File: src/rtl/register_dump_reader.sv
// Streams registers 0..NUM_REGS-1 out over a valid/ready port, one word per two cycles.
// Optional: define CHECKSUM_EN to append an XOR checksum word after the last register.
module register_dump_reader #(
    parameter int NUM_REGS = 8,
    parameter int SEL_W    = 3
) (
    input  logic             clk,
    input  logic             rst,
    input  logic             start,
    output logic [SEL_W-1:0] reg_sel,
    input  logic [15:0]      reg_data,
    output logic [15:0]      out_data,
    output logic             out_valid,
    input  logic             out_ready,
    output logic             out_last,
    output logic             busy,
    output logic             done
);

    typedef enum logic [2:0] {
        IDLE,
        LOAD,
        SEND,
`ifdef CHECKSUM_EN
        CSUM,
`endif
        DONE
    } state_t;

    localparam logic [SEL_W-1:0] LAST_IDX = SEL_W'(NUM_REGS - 1);

    state_t           state;
    logic [SEL_W-1:0] idx;
`ifdef CHECKSUM_EN
    logic [15:0]      csum;
`endif

    always_ff @(posedge clk) begin
        if (rst) begin
            state     <= IDLE;
            idx       <= '0;
            reg_sel   <= '0;
            out_data  <= '0;
            out_valid <= 1'b0;
            out_last  <= 1'b0;
            busy      <= 1'b0;
            done      <= 1'b0;
`ifdef CHECKSUM_EN
            csum      <= '0;
`endif
        end else begin
            done <= 1'b0;
            case (state)
                IDLE: begin
                    if (start) begin
                        idx     <= '0;
                        reg_sel <= '0;
                        busy    <= 1'b1;
`ifdef CHECKSUM_EN
                        csum    <= '0;
`endif
                        state   <= LOAD;
                    end
                end
                LOAD: begin
                    out_data  <= reg_data;
                    out_valid <= 1'b1;
`ifdef CHECKSUM_EN
                    out_last  <= 1'b0;
`else
                    out_last  <= (idx == LAST_IDX);
`endif
                    state     <= SEND;
                end
                SEND: begin
                    if (out_ready) begin
                        out_valid <= 1'b0;
                        out_last  <= 1'b0;
`ifdef CHECKSUM_EN
                        csum      <= csum ^ out_data;
`endif
                        if (idx != LAST_IDX) begin
                            // reg_sel moves only here so it is stable for the following LOAD
                            idx     <= idx + 1'b1;
                            reg_sel <= idx + 1'b1;
                            state   <= LOAD;
                        end else begin
`ifdef CHECKSUM_EN
                            // accumulator does not yet include the word just accepted
                            out_data  <= csum ^ out_data;
                            out_valid <= 1'b1;
                            out_last  <= 1'b1;
                            state     <= CSUM;
`else
                            done      <= 1'b1;
                            state     <= DONE;
`endif
                        end
                    end
                end
`ifdef CHECKSUM_EN
                CSUM: begin
                    if (out_ready) begin
                        out_valid <= 1'b0;
                        out_last  <= 1'b0;
                        done      <= 1'b1;
                        state     <= DONE;
                    end
                end
`endif
                DONE: begin
                    busy  <= 1'b0;
                    state <= IDLE;
                end
                default: state <= IDLE;
            endcase
        end
    end

endmodule
File: config.mk
export PLATFORM = sky130hd
export DESIGN_NAME = register_dump_reader
export DESIGN_NICKNAME = d
export VERILOG_FILES = /design/src/rtl/register_dump_reader.sv
export SDC_FILE = /design/constraint.sdc
export NUM_CORES = 1
export LEC_CHECK = 0
export CAP_MARGIN = 10
export CORE_ASPECT_RATIO = 0.9
export CORE_MARGIN = 1.5
export CORE_UTILIZATION = 44
export CTS_CLUSTER_SIZE = 14
export DETAILED_ROUTE_END_ITERATION = 8
export GPL_ROUTABILITY_DRIVEN = 0
export PLACE_DENSITY = 0.91
export SETUP_SLACK_MARGIN = 0.05
export SLEW_MARGIN = 30
export SYNTH_ARGS = -nofsm -noshare
export SYNTH_HDL_FRONTEND = slang
export SYNTH_SLANG_ARGS = --single-unit
File: constraint.sdc
create_clock -name clk -period 3.4 [get_ports clk]
set_clock_uncertainty 0.05 [all_clocks]
set_input_delay 0.51 -clock clk [delete_from_list [all_inputs] [get_ports clk]]
set_output_delay 0.51 -clock clk [all_outputs]
set_load 0.05 [all_outputs]
; ---- Word level (Yosys, flattened, before mapping)
; Cells that the tools add are included.
; Widths: inputs -> output; s select.
[word_totals]
in_bits = 20
out_inout_bits = 23
reg_bits = 26
word_cells = 41
[classes]
eq_ne = 8
add_sub_neg = 1
muxes = 14
n_reduce_logical = 9
bitwise = 2
[ops]
columns = cell, n
row1 = $mux 3, 5
row2 = $pmux 3 s3, 1
row3 = $eq 3x2->1 const B, 2
row4 = $ne 2x2->1 const B, 3
row5 = $pmux 1 s2, 3
row6 = $pmux 3 s2, 1
row7 = $reduce_and 2->1, 3
row8 = $reduce_bool 2->1, 3
row9 = $reduce_and 4->1, 1
row10 = $add 3x1->3 const B, 1
row11 = $eq 3x1->1 const B, 1
row12 = $eq 3x3->1 const B, 1
row13 = $logic_not 3->1, 1
row14 = $mux 1, 3
row15 = $ne 3x3->1 const B, 1
row16 = $reduce_or 3->1, 1
row17 = $mux 2, 1
row18 = $not 1->1, 2

; ---- Logic depth before layout (Yosys ltp)
; Gate-level depths: netlist of the first run.
[logic_depth]
word_depth = 4
ltp_mapped = 6
ltp_nobuf = 5

; ---- Least setup slack after synthesis of the first run
; No wires, ideal clock.
[synth_path]
kind = reg-to-reg
from = reg idx[0]
to = reg idx[2]
period_less_slack_ns = 1.792
required_ns = 3.289
setup_time_ns = 0.061
path_stages_with_launch = 6
n_path_buf = 0
path_slack_ns = 1.608
t_arrival_ns = 1.682
cell_sequence = dfxtp_1 > ha_1 > ha_1 > nor2b_1 > a311oi_1 > a22o_1
[synth_via]
elab_chain_len = 4
elab_cells_between_ends = 7
classes_between = add/sub (1) / eq/ne (2) / mux (3) / reduce/logical (1)
[synth_rtl]
columns = item, line
row1 = from (decl), 33  ; logic [SEL_W-1:0] idx;
row2 = from (signal assigned), 84  ; idx <= idx + 1'b1;
row3 = $add 3x1->3, 84
row4 = $mux 3, 82  ; if (idx != LAST_IDX) begin
row5 = $mux 3, 76  ; if (out_ready) begin
row6 = $pmux 3 s2, 53  ; case (state)
; Several ways; a longest one is shown, not always the timed one. The select of a mux whose other input is x is not followed.
; A chain may end at the register's enable or synchronous reset.

==> results.cfg, run 1 <==
[outcome]
outcome = finished, final reports clean

[finish]
drive_gt1_share_pct = 4.487
antennaDiodeCount = 0
finalNetCount = 179
nFillCells = 183
syn2layout_area_growth_pct = 41.50

[critical_path]
crit_start = idx[0]
cp-endpoint = reg_sel[0]
crit_path_end_kind = output port
crit_chain = clkdlybuf4s50_1
slowest_delay_ns = 0.83
start_kind = flip-flop
cp_top_family = buffers and inverters
r2r_start = state[1]
cp_num_buf_inv = 1
path_class = reg -> out
path_max_fanout = 5
r2r_slack_ns = 1.70
reg2regPathDepth = 3
slowest_stage = clkdlybuf4s50_1
cp.depth = 1
cp.arrival_ns = 1.57
cp.required_ns = 2.84
r2r-end = state[1]

[sta]
slew_viol_final = 0
hold_viol = 0
fmax_ghz = 0.4704
setup_viol = 0
rsz0062_at_grt = no
maxSlewHeadroom_pct = 39.75
worst_slew_pin_slew_ns = 0.9009
fin_tns_setup_ns = 0
period_minus_slack_ns = 2.126
fin_crit_sh_pct = 62.52

[floorplanning]
dieArea_um2 = 2607
io_pins = 43
die_h_um = 48.59
dieWidth_um = 53.65
rows = 16
coreArea_um2 = 2182
start_util_pct = 46.56

[synthesis]
yosysUniqueCellTypes = 26
syn_area_per_cell_um2 = 8.538
ys_seq_elements = 25
synth_top_flop_cell = dfxtp_1
yosysMostFrequentCell = nand2_1
syn-num-nets = 141
synth_cells = 119
yosysWarningCount = 0
ys_top_cells_by_count = nand2_1 (35), dfxtp_1 (25), a21oi_1 (17)
syn-cell-area_um2 = 1016
yosysTopAreaCell = dfxtp_1
synth_edf_count = 0
postSynth.asyncResetShare_pct = 0
synth_area_leaders = dfxtp_1 (49%), nand2_1 (13%), a21oi_1 (8.4%), ha_1 (2.5%), nand2b_1 (2.5%)
seq_area_frac_synth_pct = 49.26
yosys.area.top_type_share_pct = 49.26

[pwr]
pwr-share-comb_pct = 23.9
powerDensity_nw_per_um2 = 412.0
total_power_w = 0.0005923
p_switching_w = 0.0001823
clkPwrFrac_pct = 22.0
p_int_w = 0.0004099
p_leak_nw = 0.5171
seq_power_share_pct = 54.1
swShare_pct = 30.79
ir_drop_mv = 0.2600

[clock_tree]
clk_pin_slew_ns = 0.12
cts_buffers = 3
ctsRootBufferMaster = clkbuf_4
h-tree-depth = 1
cts_tree = yes
cts_setup_buffers = 0
cts_sinks = 25
cts_resized = 0
clockBufferDepth = 2
clock_latency_ns = 0.32
cts_hold_buf = 0

[place]
port_buffers = 42
dp_hpwl_um = 1593

[route]
via_per_inst = 5.131
postRouteAntennaNets = 0
drt-initial-drc-count = 27
drt_first_pass_iters = 4
routed_wl_um = 2178
drc = 0
num_vias = 939
wl_per_cell_um = 11.90

[grt]
antenna_found_initial = 0
track_usage_pct = 17.19
grt_max_degree = 27
globalRoute.busiestLayer = met2
grt_pass1_wl_um = 3408
gr-total-overflow = 0
met3_usage_pct = 3.395
gr-usage-met2_pct = 27.16
use_met1_pct = 22.76
grt_pass1_vias = 819

[job]
cap_violations = 0

[worst_hold_path]
hp-start = out_data[12]
hold_path_class = reg -> reg
-- power groups by stage --
stage,sequential (W),combinational (W),clock [W]
6_report,0.000321,0.000141,0.000130
2_1_floorplan,0.000370,0.0000483,0
3_5_place_dp,0.000327,0.000142,0
3_3_place_gp,0.000326,0.000139,0
4_1_cts,0.000321,0.000142,0.000135
5_1_grt,0.000323,0.000150,0.000148
-- flip-flops by register name, indices dropped and copies added (netlist names) --
signal	flops
busy	1
done	1
idx	3
out_data	16
out_last	1
out_valid	1
state	2
-- worst reg2reg max path: cells and delay by family (launching register included) --
family	cells	cell delay [ns]
AND/OR/NAND/NOR	2	0.77
AO/OA/AOI/OAI	1	0.17
flip-flops	1	0.58
-- worst min-delay path by stage --
stage / to / cells past startpoint
global placement: out_data[11] / 2
finish: out_data[12] / 2
floorplan: state[0] / 2
global route: out_data[2] / 2
detailed placement: out_data[4] / 2
CTS: out_data[4] / 2
-- metal layers --
| metal | wire (µm) | part of all wire (%) |
|---|---|---|
| met1 | 976 | 45 |
| met2 | 982 | 45 |
| met3 | 181 | 8.3 |
| met4 | 37 | 1.7 |
| met5 | 0 | 0 |
-- cell type report --
class	instances	area, µm²	area share [%]
Inverter	2	7.507	0.5222
Clock buffer	3	22.52	1.567
Tap cell	27	33.78	2.350
Multi-Input combinational cell	83	447.9	31.16
Clock inverter	1	5.005	0.3481
Timing Repair Buffer	42	420.4	29.24
Sequential cell	25	500.5	34.81
-- stage by stage --
stage	utilization (%)	hold slack (ns)	worst slack, ns	cells	cell area [µm²]
final	65.88	0.4149	1.274	183	1438
after detailed placement	64.62	0.3971	1.198	179	1410
after CTS	65.88	0.4155	1.252	183	1438
after floorplan	-	0.5034	1.608	119	1016
after global routing	65.88	0.4315	1.188	183	1438
after global placement	64.62	0.3913	1.247	179	1410
-- cells by family (layout without fill, tap and decap cells) --
group | count (synthesis) | count (layout) | synth area share, %
fa+ha+maj | 2 | 2 | 2.463
flops | 25 | 25 | 49.26
compound gates | 26 | 26 | 15.39
simple gates | 53 | 53 | 24.26
buf+inv | 11 | 48 | 6.650
mux | 2 | 2 | 1.971
-- placed cells by master, fill, tap and decap left out --
master,instances
a2111oi_2,1
a211oi_1,1
a21oi_1,17
a22o_1,2
a311oi_1,1
and2b_1,1
clkbuf_4,3
clkdlybuf4s50_1,42
clkinv_2,1
dfxtp_1,25
ha_1,2
inv_1,2
mux2i_1,2
nand2_1,35
nand2b_1,4
nor2_1,4
nor2_2,1
nor2b_1,4
nor3_1,1
nor3b_1,1
nor4b_1,1
nor4b_2,1
o21ai_0,3
o21bai_1,1
Power figures use the tool's default switching activity.
==> run 2, diff against run 1 <==
- CORE_UTILIZATION: 44 -> 37
- PLACE_DENSITY: 0.91 -> 0.83
- clock period: 3.4 -> 1.8 ns (I/O delays scaled with it)
==> results.cfg, run 2 (synthesis results as in run 1) <==
[pwr]
ir_drop_mv = 0.4802
p_leak_nw = 0.6105
powerDensity_nw_per_um2 = 781.0

[finish]
drive_gt1_share_pct = 11.39
fin_cells = 186
regMostFlops = out_data
syn2layout_area_growth_pct = 39.66
antennaDiodeCount = 0
top_regs = out_data x16, idx x3, state x2
layout_common_cells = nand2_1 (35), dfxtp_1 (23), clkdlybuf4s50_1 (19), a21oi_1 (17), dlygate4sd2_1 (16)
largest_register_ffs = 16
mostFrequentLayoutCell = nand2_1
finalNetCount = 181

[route]
drc = 2
routed_wl_um = 2205
postRouteAntennaNets = 0
num_vias = 920
drt-initial-drc-count = 20
drt_first_pass_iters = 6
wl_per_cell_um = 11.85
via_per_inst = 4.946

[place]
dp_hpwl_um = 1671
place_ws_ns = 0.1245
placedCellCount = 182
port_buffers = 42

[outcome]
outcome = finished with violations
violations = DRC

[sta]
fin_tns_setup_ns = 0
rsz0062_at_grt = no
slew_viol_final = 0
fmax_ghz = 0.6261
maxSlewHeadroom_pct = 67.02
fin_crit_sh_pct = 88.74
hold_viol = 0
period_minus_slack_ns = 1.597
setup_viol = 0
worst_slew_pin_slew_ns = 0.4947
finalWorstSetupSlack_ns = 0.2028

[critical_path]
path_max_fanout = 5
crit_path_end_kind = flip-flop
cp.required_ns = 1.97
start_kind = flip-flop
cp.arrival_ns = 1.76
path_class = reg -> reg

[clock_tree]
cts_buffers = 3
ctsRootBufferMaster = clkbuf_4
cts_setup_buffers = 0
clk_pin_slew_ns = 0.14
cts_tree = yes
h-tree-depth = 1
clockBufferDepth = 2
cts_sinks = 25
clock_latency_ns = 0.32

[floorplanning]
io_pins = 43
die_h_um = 52.71
coreArea_um2 = 2531
dieWidth_um = 58.24
dieArea_um2 = 3070
rows = 17
start_util_pct = 40.14

[grt]
gr-total-overflow = 0
track_usage_pct = 15.84
grt_pass1_vias = 840
antenna_found_initial = 0
grt_max_degree = 21
grt_pass1_wl_um = 3663

[job]
cap_violations = 0

[worst_hold_path]
hold_path_class = reg -> reg
## run 2: metal layers
layer | GRT usage (%) | up-vias | wire [µm]
met4 | 5.039 | 0 | 15
met2 | 29.36 | 28 | 1163
li1 | - | 470 | -
met3 | 5.679 | 2 | 147
met5 | 0 | - | 0
met1 | 16.67 | 420 | 879
## run 2: final cells by class
| type | instances | area, µm² |
|---|---|---|
| fill | 235 | 1112 |
| tap | 28 | 35.03 |
| timing repair buffer | 44 | 397.9 |
| clock buffer | 3 | 22.52 |
| inverter | 2 | 7.507 |
| multi-input combinational | 83 | 447.9 |
| sequential | 25 | 503.0 |
| clock inverter | 1 | 5.005 |
## run 2: worst paths after layout
check | startpoint | slack [ns] | depth (start not counted) | endpoint
worst min-delay path | out_data[9] | 0.41 | 2 | out_data[9]
worst max-delay path | idx[0] | 0.20 | 5 | idx[1]
worst min register to register | out_data[9] | 0.41 | 2 | out_data[9]
worst max register to register | idx[0] | 0.20 | 5 | idx[1]
## run 2: metrics by stage
step	cell area, µm²	hold slack (ns)	power, W	utilization [%]
2_1_floorplan	1018	0.3560	0.0007904	-
6_report	1419	0.4115	0.001108	56.06
3_5_place_dp	1411	0.3994	0.0008869	55.76
5_1_grt	1419	0.4136	0.001166	56.06
3_3_place_gp	1411	0.3910	0.0008810	55.76
4_1_cts	1419	0.4157	0.001120	56.06
## run 2: where the power goes
part | total (W) | leakage (nW) | switching (W) | internal, W
registers | 0.000604 | 0.205 | 0.0000218 | 0.000582
logic | 0.000255 | 0.388 | 0.000158 | 0.0000972
clock network | 0.000249 | 0.0177 | 0.000166 | 0.0000832
## run 2: critical path, stage by stage, from the launching register on
cell and delay [ns]:
dfxtp_2 0.36, ha_1 0.19, ha_1 0.23, nor2b_1 0.22, a311oi_1 0.16, a22o_1 0.28
## run 2: what timing repair did
| item | 4_1_cts | 5_1_grt |
|---|---|---|
| setup endpoints to repair | 16 | 0 |
| resized for setup | 16 | 0 |
| hold buffers | 0 | 0 |
